### config.mk
export PLATFORM = sky130hd
export DESIGN_NAME = decode_issue
export DESIGN_NICKNAME = d
export VERILOG_FILES = /design/src/rtl/decode_issue_pkg.sv /design/src/rtl/decode_issue_imm_gen.sv /design/src/rtl/decode_issue.sv
export SDC_FILE = /design/constraint.sdc
export NUM_CORES = 1
export LEC_CHECK = 0
export ABC_AREA = 0
export CAP_MARGIN = 5
export CORE_ASPECT_RATIO = 0.9
export CORE_MARGIN = 2
export CORE_UTILIZATION = 46
export DETAILED_ROUTE_END_ITERATION = 16
export PLACE_DENSITY = 0.95
export SLEW_MARGIN = 20
export SYNTH_ARGS = -nofsm -noshare
export SYNTH_HDL_FRONTEND = slang
export SYNTH_SLANG_ARGS = --single-unit
### constraint.sdc
create_clock -name clock -period 4.85 [get_ports clock]
set_input_delay 0.7275 -clock clock [delete_from_list [all_inputs] [get_ports clock]]
set_output_delay 0.7275 -clock clock [all_outputs]
set_load 0.01 [all_outputs]
### src/rtl/decode_issue_pkg.sv
// Shared decode definitions: opcode map, default widths, funct packing.
// Imported by the decode stage and the ALU.
package decode_issue_pkg;

    localparam int XLEN_DEF  = 32;
    localparam int NREGS_DEF = 32;

    localparam logic [6:0] OP_R      = 7'b0110011;
    localparam logic [6:0] OP_I      = 7'b0010011;
    localparam logic [6:0] OP_LOAD   = 7'b0000011;
    localparam logic [6:0] OP_STORE  = 7'b0100011;
    localparam logic [6:0] OP_BRANCH = 7'b1100011;
    localparam logic [6:0] OP_JAL    = 7'b1101111;
    localparam logic [6:0] OP_JALR   = 7'b1100111;
    localparam logic [6:0] OP_LUI    = 7'b0110111;
    localparam logic [6:0] OP_AUIPC  = 7'b0010111;

    function automatic logic [3:0] pack_funct(input logic [31:0] instr);
        return {instr[30], instr[14:12]};
    endfunction

endpackage

### src/rtl/decode_issue_imm_gen.sv
// Immediate generator: one sign-extended immediate per instruction format.
// Purely combinational.
module imm_gen #(
    parameter int XLEN = 32
) (
    input  logic [31:0]     instr,
    output logic [XLEN-1:0] imm_i,
    output logic [XLEN-1:0] imm_s,
    output logic [XLEN-1:0] imm_b,
    output logic [XLEN-1:0] imm_u,
    output logic [XLEN-1:0] imm_j
);

    assign imm_i = XLEN'($signed(instr[31:20]));
    assign imm_s = XLEN'($signed({instr[31:25], instr[11:7]}));
    assign imm_b = XLEN'($signed({instr[31], instr[7],
                                  instr[30:25], instr[11:8], 1'b0}));
    assign imm_u = XLEN'($signed({instr[31:12], 12'b0}));
    assign imm_j = XLEN'($signed({instr[31], instr[19:12],
                                  instr[20], instr[30:21], 1'b0}));

endmodule

### src/rtl/decode_issue.sv
// Decode/issue stage: reads operands, builds the registered ALU bundle.
// Define DECODE_SCOREBOARD_EN to stall on read-after-write hazards.
module decode_issue
    import decode_issue_pkg::*;
#(
    parameter int XLEN  = XLEN_DEF,
    parameter int NREGS = NREGS_DEF
) (
    input  logic            clock,
    input  logic            reset_n,
    input  logic            in_valid,
    output logic            in_ready,
    input  logic [31:0]     in_instr,
    input  logic [XLEN-1:0] in_pc,
    output logic [4:0]      rf_raddr1,
    output logic [4:0]      rf_raddr2,
    input  logic [XLEN-1:0] rf_rdata1,
    input  logic [XLEN-1:0] rf_rdata2,
    output logic            out_valid,
    input  logic            out_ready,
    output logic [XLEN-1:0] out_rs1,
    output logic [XLEN-1:0] out_rs2,
    output logic [6:0]      out_opcode,
    output logic [3:0]      out_funct,
    output logic [XLEN-1:0] out_pc,
    output logic [4:0]      out_rd,
    output logic [XLEN-1:0] out_imm,
    output logic [XLEN-1:0] out_store_data,
    output logic            out_illegal,
    input  logic            flush,
    input  logic            wb_valid,
    input  logic [4:0]      wb_rd
);

    logic [6:0]      op;
    logic [4:0]      rda;
    logic [XLEN-1:0] rd1, rd2;
    logic [XLEN-1:0] imm_i, imm_s, imm_b, imm_u, imm_j;
    logic [XLEN-1:0] d_rs1, d_rs2, d_imm, d_sd;
    logic [4:0]      d_rd;
    logic            d_ill, use1, use2;
    logic            stall, accept;

    assign op        = in_instr[6:0];
    assign rda       = in_instr[11:7];
    assign rf_raddr1 = in_instr[19:15];
    assign rf_raddr2 = in_instr[24:20];

    assign rd1 = (rf_raddr1 == 5'd0) ? '0 : rf_rdata1;
    assign rd2 = (rf_raddr2 == 5'd0) ? '0 : rf_rdata2;

    imm_gen #(.XLEN(XLEN)) u_imm (
        .instr (in_instr),
        .imm_i (imm_i),
        .imm_s (imm_s),
        .imm_b (imm_b),
        .imm_u (imm_u),
        .imm_j (imm_j)
    );

    always_comb begin
        d_rs1 = '0;
        d_rs2 = '0;
        d_imm = '0;
        d_sd  = '0;
        d_rd  = '0;
        d_ill = 1'b0;
        use1  = 1'b0;
        use2  = 1'b0;
        unique case (1'b1)
            (op == OP_R): begin
                d_rs1 = rd1;
                d_rs2 = rd2;
                d_rd  = rda;
                use1  = 1'b1;
                use2  = 1'b1;
            end
            (op == OP_I), (op == OP_LOAD), (op == OP_JALR): begin
                d_rs1 = rd1;
                d_rs2 = imm_i;
                d_imm = imm_i;
                d_rd  = rda;
                use1  = 1'b1;
            end
            (op == OP_STORE): begin
                d_rs1 = rd1;
                d_rs2 = imm_s;
                d_imm = imm_s;
                d_sd  = rd2;
                use1  = 1'b1;
                use2  = 1'b1;
            end
            (op == OP_BRANCH): begin
                d_rs1 = rd1;
                d_rs2 = rd2;
                d_imm = imm_b;
                use1  = 1'b1;
                use2  = 1'b1;
            end
            (op == OP_LUI), (op == OP_AUIPC): begin
                d_rs2 = imm_u;
                d_imm = imm_u;
                d_rd  = rda;
            end
            (op == OP_JAL): begin
                d_rs2 = imm_j;
                d_imm = imm_j;
                d_rd  = rda;
            end
            default: d_ill = 1'b1;
        endcase
    end

`ifdef DECODE_SCOREBOARD_EN
    // Bit 0 exists only so any 5-bit index is legal; it is never set.
    logic [NREGS-1:0] busy;
    logic             hz1, hz2;

    assign hz1 = use1 && (rf_raddr1 != 5'd0) &&
                 (busy[rf_raddr1] || (out_valid && out_rd == rf_raddr1));
    assign hz2 = use2 && (rf_raddr2 != 5'd0) &&
                 (busy[rf_raddr2] || (out_valid && out_rd == rf_raddr2));
    assign stall = hz1 || hz2;

    always_ff @(posedge clock or negedge reset_n) begin
        if (!reset_n) begin
            busy <= '0;
        end else begin
            if (wb_valid)
                busy[wb_rd] <= 1'b0;
            if (out_valid && out_ready && out_rd != 5'd0)
                busy[out_rd] <= 1'b1;
            busy[0] <= 1'b0;
        end
    end
`else
    logic unused_sb;
    assign unused_sb = ^{wb_valid, wb_rd, use1, use2};
    assign stall     = 1'b0;
`endif

    assign in_ready = (!out_valid || out_ready) && !flush && !stall;
    assign accept   = in_valid && in_ready;

    always_ff @(posedge clock or negedge reset_n) begin
        if (!reset_n) begin
            out_valid      <= 1'b0;
            out_rs1        <= '0;
            out_rs2        <= '0;
            out_opcode     <= '0;
            out_funct      <= '0;
            out_pc         <= '0;
            out_rd         <= '0;
            out_imm        <= '0;
            out_store_data <= '0;
            out_illegal    <= 1'b0;
        end else if (flush) begin
            out_valid <= 1'b0;
        end else if (accept) begin
            out_valid      <= 1'b1;
            out_rs1        <= d_rs1;
            out_rs2        <= d_rs2;
            out_opcode     <= op;
            out_funct      <= pack_funct(in_instr);
            out_pc         <= in_pc;
            out_rd         <= d_rd;
            out_imm        <= d_imm;
            out_store_data <= d_sd;
            out_illegal    <= d_ill;
        end else if (out_ready) begin
            out_valid <= 1'b0;
        end
    end

endmodule

# Word-level counts from Yosys, hierarchy flattened
# Index checks and enable logic that the tools add are counted.
[op_classes]
n_eq_ne = 9
mux = 11
n_bitwise = 1
n_reduce_logical = 15
[op_table]
columns = ["cell", "n"]
rows = [
  ["$pmux W32 S5", 2],
  ["$mux W32", 4],
  ["$eq A7 B6 Y1 const B", 3],
  ["$eq A7 B7 Y1 const B", 3],
  ["$eq A7 B5 Y1 const B", 2],
  ["$logic_not A5 Y1", 2],
  ["$reduce_or A9 Y1", 1],
  ["$eq A7 B2 Y1 const B", 1],
  ["$reduce_or A7 Y1", 1],
  ["$reduce_or A6 Y1", 1],
  ["$mux W5", 1],
  ["$mux W1", 4],
  ["$reduce_or A2 Y1", 2],
  ["$reduce_bool A3 Y1", 1],
  ["$reduce_or A3 Y1", 1],
  ["$logic_and A1 B1 Y1", 2],
  ["$logic_not A1 Y1", 2],
  ["$reduce_and A2 Y1", 1],
  ["$logic_or A1 B1 Y1", 1],
  ["$not A1 Y1", 1],
]
[word_totals]
ff_bits = 178
in_bits = 139
output_inout_bits = 189
elab_cells = 46

# Depth between registers and ports, before layout
[depth]
ltp_word = 6
mapped_depth = 8
ltp_nobuf = 5

# Hierarchy
# A second synthesis with hierarchy kept.
[unflattened]
cells_unflattened = 914
hier_area_um2 = 9379.0
[by_module_without_submodules]
columns = ["mod", "n_inst", "cells_each", "area_each_um2", "seq_area_each_um2"]
rows = [
  ["decode_issue", 1, 753, 8174.1, 4454.3],
  ["imm_gen", 1, 161, 1204.9, 0.0],
]

# Least setup slack after synthesis
# No wires, ideal clock.
[synth_timing]
path_kind = "input to register"
startpoint = "input port in_instr[4]"
endpoint = "register out_rs2[18]"
setup_ps = 126
t_arrival_ps = 2014
required_ps = 4724
path_slack_ps = 2710
path_stages = 8
n_path_buf = 3
cell_sequence = "buf_4 -> nand4b_2 -> nor3_2 -> or2_1 -> buf_6 -> buf_6 -> a22o_1 -> a221o_1"
[synth_via]
elab_chain_cells = 3
elab_cells_between_ends = 13
cone_classes = "9 x eq/ne; 1 x mux; 3 x reduce/logical"
[synth_rtl]
columns = ["element", "line", "rtl"]
rows = [
  ["start, declared", "decode_issue.sv:13", "input logic [31:0] in_instr,"],
  ["$eq A7 B5 Y1 (tied with other cells)", "decode_issue.sv:78", "(op == OP_I), (op == OP_LOAD), (op == OP_JALR): begin"],
  ["$reduce_or A3 Y1 (tied with other cells)", "--", ""],
  ["$pmux W32 S5 *", "decode_issue.sv:70", "unique case (1'b1)"],
  ["end signal, assigned", "decode_issue.sv:162", "out_rs2 <= d_rs2;"],
  ["end, declared", "decode_issue.sv:22", "output logic [XLEN-1:0] out_rs2,"],
]
# Every way passes the cells marked *; elsewhere a longest branch is shown, timed or not.
# A chain may end at the register's enable or synchronous reset.

# Final worst setup path
[layout_timing]
startpoint = "input port in_instr[4]"
endpoint = "register out_rs2[22]"
# Same word-level chain as after synthesis.

==> flow_metrics.py <==
metrics = {
    "clock_tree": {
        "post-cts-setup-buffers": 0,
        "numCtsBuffers": 17,
        "cts.repair.resized": 0,
        "clockBufferDepth": 2,
        "clk_pin_slew_worst_paths_ns": 0.07,
        "root_buffer": "clkbuf_16",
        "cts_tree": "built",
        "cts.sinks": 178,
        "htree_levels": 4,
        "clk_latency_ns": 0.42,
        "ctsHoldBuffers": 0,
    },
    "synth": {
        "synthTopCellsByCount": "dfrtp_1 (178), nand2_1 (150), a22o_1 (90)",
        "synth_area_um2": 7466,
        "yosysWarnings": 0,
        "synthDominantCellAreaShare_pct": 59.66,
        "synth_nets": 805,
        "synth_edf_count": 0,
        "synth.largest_area_cell": "dfrtp_1",
        "synth.most_common_cell": "dfrtp_1",
        "ys_top_cells_by_area": "dfrtp_1 (60%), a22o_1 (11%), nand2_1 (7.5%)",
        "avgSynthCellArea_um2": 11.21,
        "synth_flop_cell": "dfrtp_1",
        "synthDistinctLibCells": 49,
        "synthArstFlopShare_pct": 100.0,
        "yosysSeqAreaShare_pct": 59.66,
        "synth_cells": 666,
        "synth_seq_cells": 178,
    },
    "floorplan": {
        "rows": 44,
        "coreArea_um2": 16020,
        "die_w_um": 138.3,
        "die-area_um2": 17270,
        "die_h_um": 124.9,
        "start_util_pct": 46.60,
        "pin_count": 328,
    },
    "run_status": {
        "status": "completed",
    },
    "global_route": {
        "grt_antenna_before_repair": 0,
        "grt-ovfl-total": 0,
        "first_global_vias": 6646,
        "grt_max_degree": 112,
        "globalRouteTotalUtil_pct": 28.23,
        "grt_pass1_wl_um": 38270,
    },
    "timing": {
        "worst_pin_slew_ns": 0.9192,
        "skew_ns": 0.009710,
        "fmax_ghz": 0.3030,
        "period_minus_slack_ns": 3.300,
        "setup_tns_ns": 0,
        "rsz0062_at_grt": "false",
        "setup_viol_count_final": 0,
        "post-route-period-util_pct": 68.05,
        "slew_headroom_pct": 38.72,
        "slew_viol_final": 0,
        "final-hold-violation-count": 0,
    },
    "worst_setup_path": {
        "worstPathArrival_ns": 3.65,
        "worst-r2r-cell-count": 6,
        "worstSetupEndpointType": "flip-flop",
        "startpoint_type": "input port",
        "path_class": "in2reg",
        "critical_path.max_fanout": 28,
        "timing.rr.end": "out_rs2[22]",
        "r2r-start": "out_valid",
        "required_ns": 5.20,
        "rrSetupSlack_ns": 2.44,
    },
    "power": {
        "power.density_nw_per_um2": 329.4,
        "peakVddDrop_mv": 0.3295,
        "power_leakage_nw": 5.065,
        "power_mw": 3.740,
    },
    "placed_design": {
        "portBuffers": 321,
        "dp.cells": 1142,
        "dpl_cell_area_um2": 10710,
        "dp_hpwl_um": 17070,
        "gp_congestion": 0.8115,
    },
    "drt": {
        "firstDrtPassIters": 5,
        "drt_iter0_drc": 397,
        "viasPerCell": 5.635,
        "wl_per_cell_um": 20.69,
        "drc": 0,
        "vias": 6616,
        "antenna_left": 0,
        "drt-total-wl_um": 24290,
    },
    "layout": {
        "synthToLayoutAreaGrowth_pct": 52.09,
        "fin_cells": 1174,
        "num-fill-cells": 1125,
        "drive_gt1_share_pct": 7.135,
        "finalInstanceArea_um2": 11350,
        "antenna_cells": 0,
        "nNetsFinal": 1093,
    },
    "hold_path": {
        "hold_path_class": "in2async",
    },
    "job": {
        "drv_cap": 0,
    },
}
==> area by class of cell <==
class                      instances  area [um2]  share of cell area [%]
timing repair buffer             332        3312                   29.17
multi-input combinational        424        2681                   23.61
clock buffer                      22       474.2                   4.176
sequential                       178        4454                   39.23
clock inverter                    10       170.2                   1.499
inverter                           1       3.754                 0.03306
tap                              207       259.0                   2.281
==> flip-flops by register name, indices dropped and copies added (netlist names), 4 cells and up <==
name and cells:
out_pc 32, out_funct 4, out_rd 5, out_rs2 32, out_imm 32, out_rs1 32, out_store_data 32, out_opcode 7
==> how the worst max path moves through the flow <==
stage	startpoint	endpoint	slack [ns]	cells after the start
floorplan	in_instr[4]	out_rs2[18]	2.71	8
global route	in_instr[4]	out_rs2[18]	1.41	7
global placement	in_instr[4]	out_rs2[16]	1.23	7
detailed placement	in_instr[4]	out_rs2[17]	1.12	7
finish	in_instr[4]	out_rs2[22]	1.55	7
CTS	in_instr[4]	out_rs2[22]	1.56	7
==> metrics by stage <==
step	util (%)	hold slack (ns)	setup slack, ns
after floorplan	-	0.4319	2.710
after global placement	66.85	0.4576	1.228
after detailed placement	66.85	0.4620	1.117
after CTS	70.88	0.4522	1.563
after global routing	70.88	0.4862	1.412
final	70.88	0.3677	1.550
==> placed cells by master, fill, tap and decap left out, drive strengths merged, types with 2 or more instances in the layout <==
cell / instances
clkdlybuf4s50: 320
dfrtp: 178
nand2: 151
a22o: 90
nor2: 40
a221o: 37
a21oi: 35
clkbuf: 23
buf: 11
o21ai: 10
and3: 8
a31oi: 8
mux2i: 4
a211oi: 4
bufinv: 4
nor3b: 4
nor3: 4
inv: 4
nor2b: 3
and2: 3
nand3: 2
or2: 2
and4b: 2
nand4b: 2
or4: 2
clkinv: 2
==> where the power goes <==
part | total (mW) | internal (mW) | switching (mW)
clock | 1.49 | 0.912 | 0.577
sequential | 1.63 | 1.58 | 0.0551
combinational | 0.617 | 0.328 | 0.289
total | 3.74 | 2.82 | 0.921
==> cells by family after synthesis <==
| group | count (synthesis) | synth area share, % |
|---|---|---|
| and+or+nand+nor | 225 | 13.61 |
| DFF | 178 | 59.66 |
| AOI/OAI and AO/OA | 194 | 21.35 |
| muxes | 4 | 0.5363 |
| buffers and inverters | 64 | 4.726 |
| xor gates and xnor gates | 1 | 0.1173 |
==> layer usage <==
layer / track usage [%] / up-vias / wire length (um)
li1: - / 2970 / -
met3: 8.766 / 46 / 1869
met5: 0 / - / 0
met2: 45.49 / 322 / 11740
met1: 37.16 / 3278 / 10060
met4: 7.983 / 0 / 613
==> critical path, cell delays in order <==
cell	delay [ns]
clkdlybuf4s50_1	0.77
nand3b_1	0.42
o32ai_1	0.16
and3_1	0.18
buf_4	0.34
and4_1	0.82
a221o_1	0.22
(Power assumes the default switching activity.)
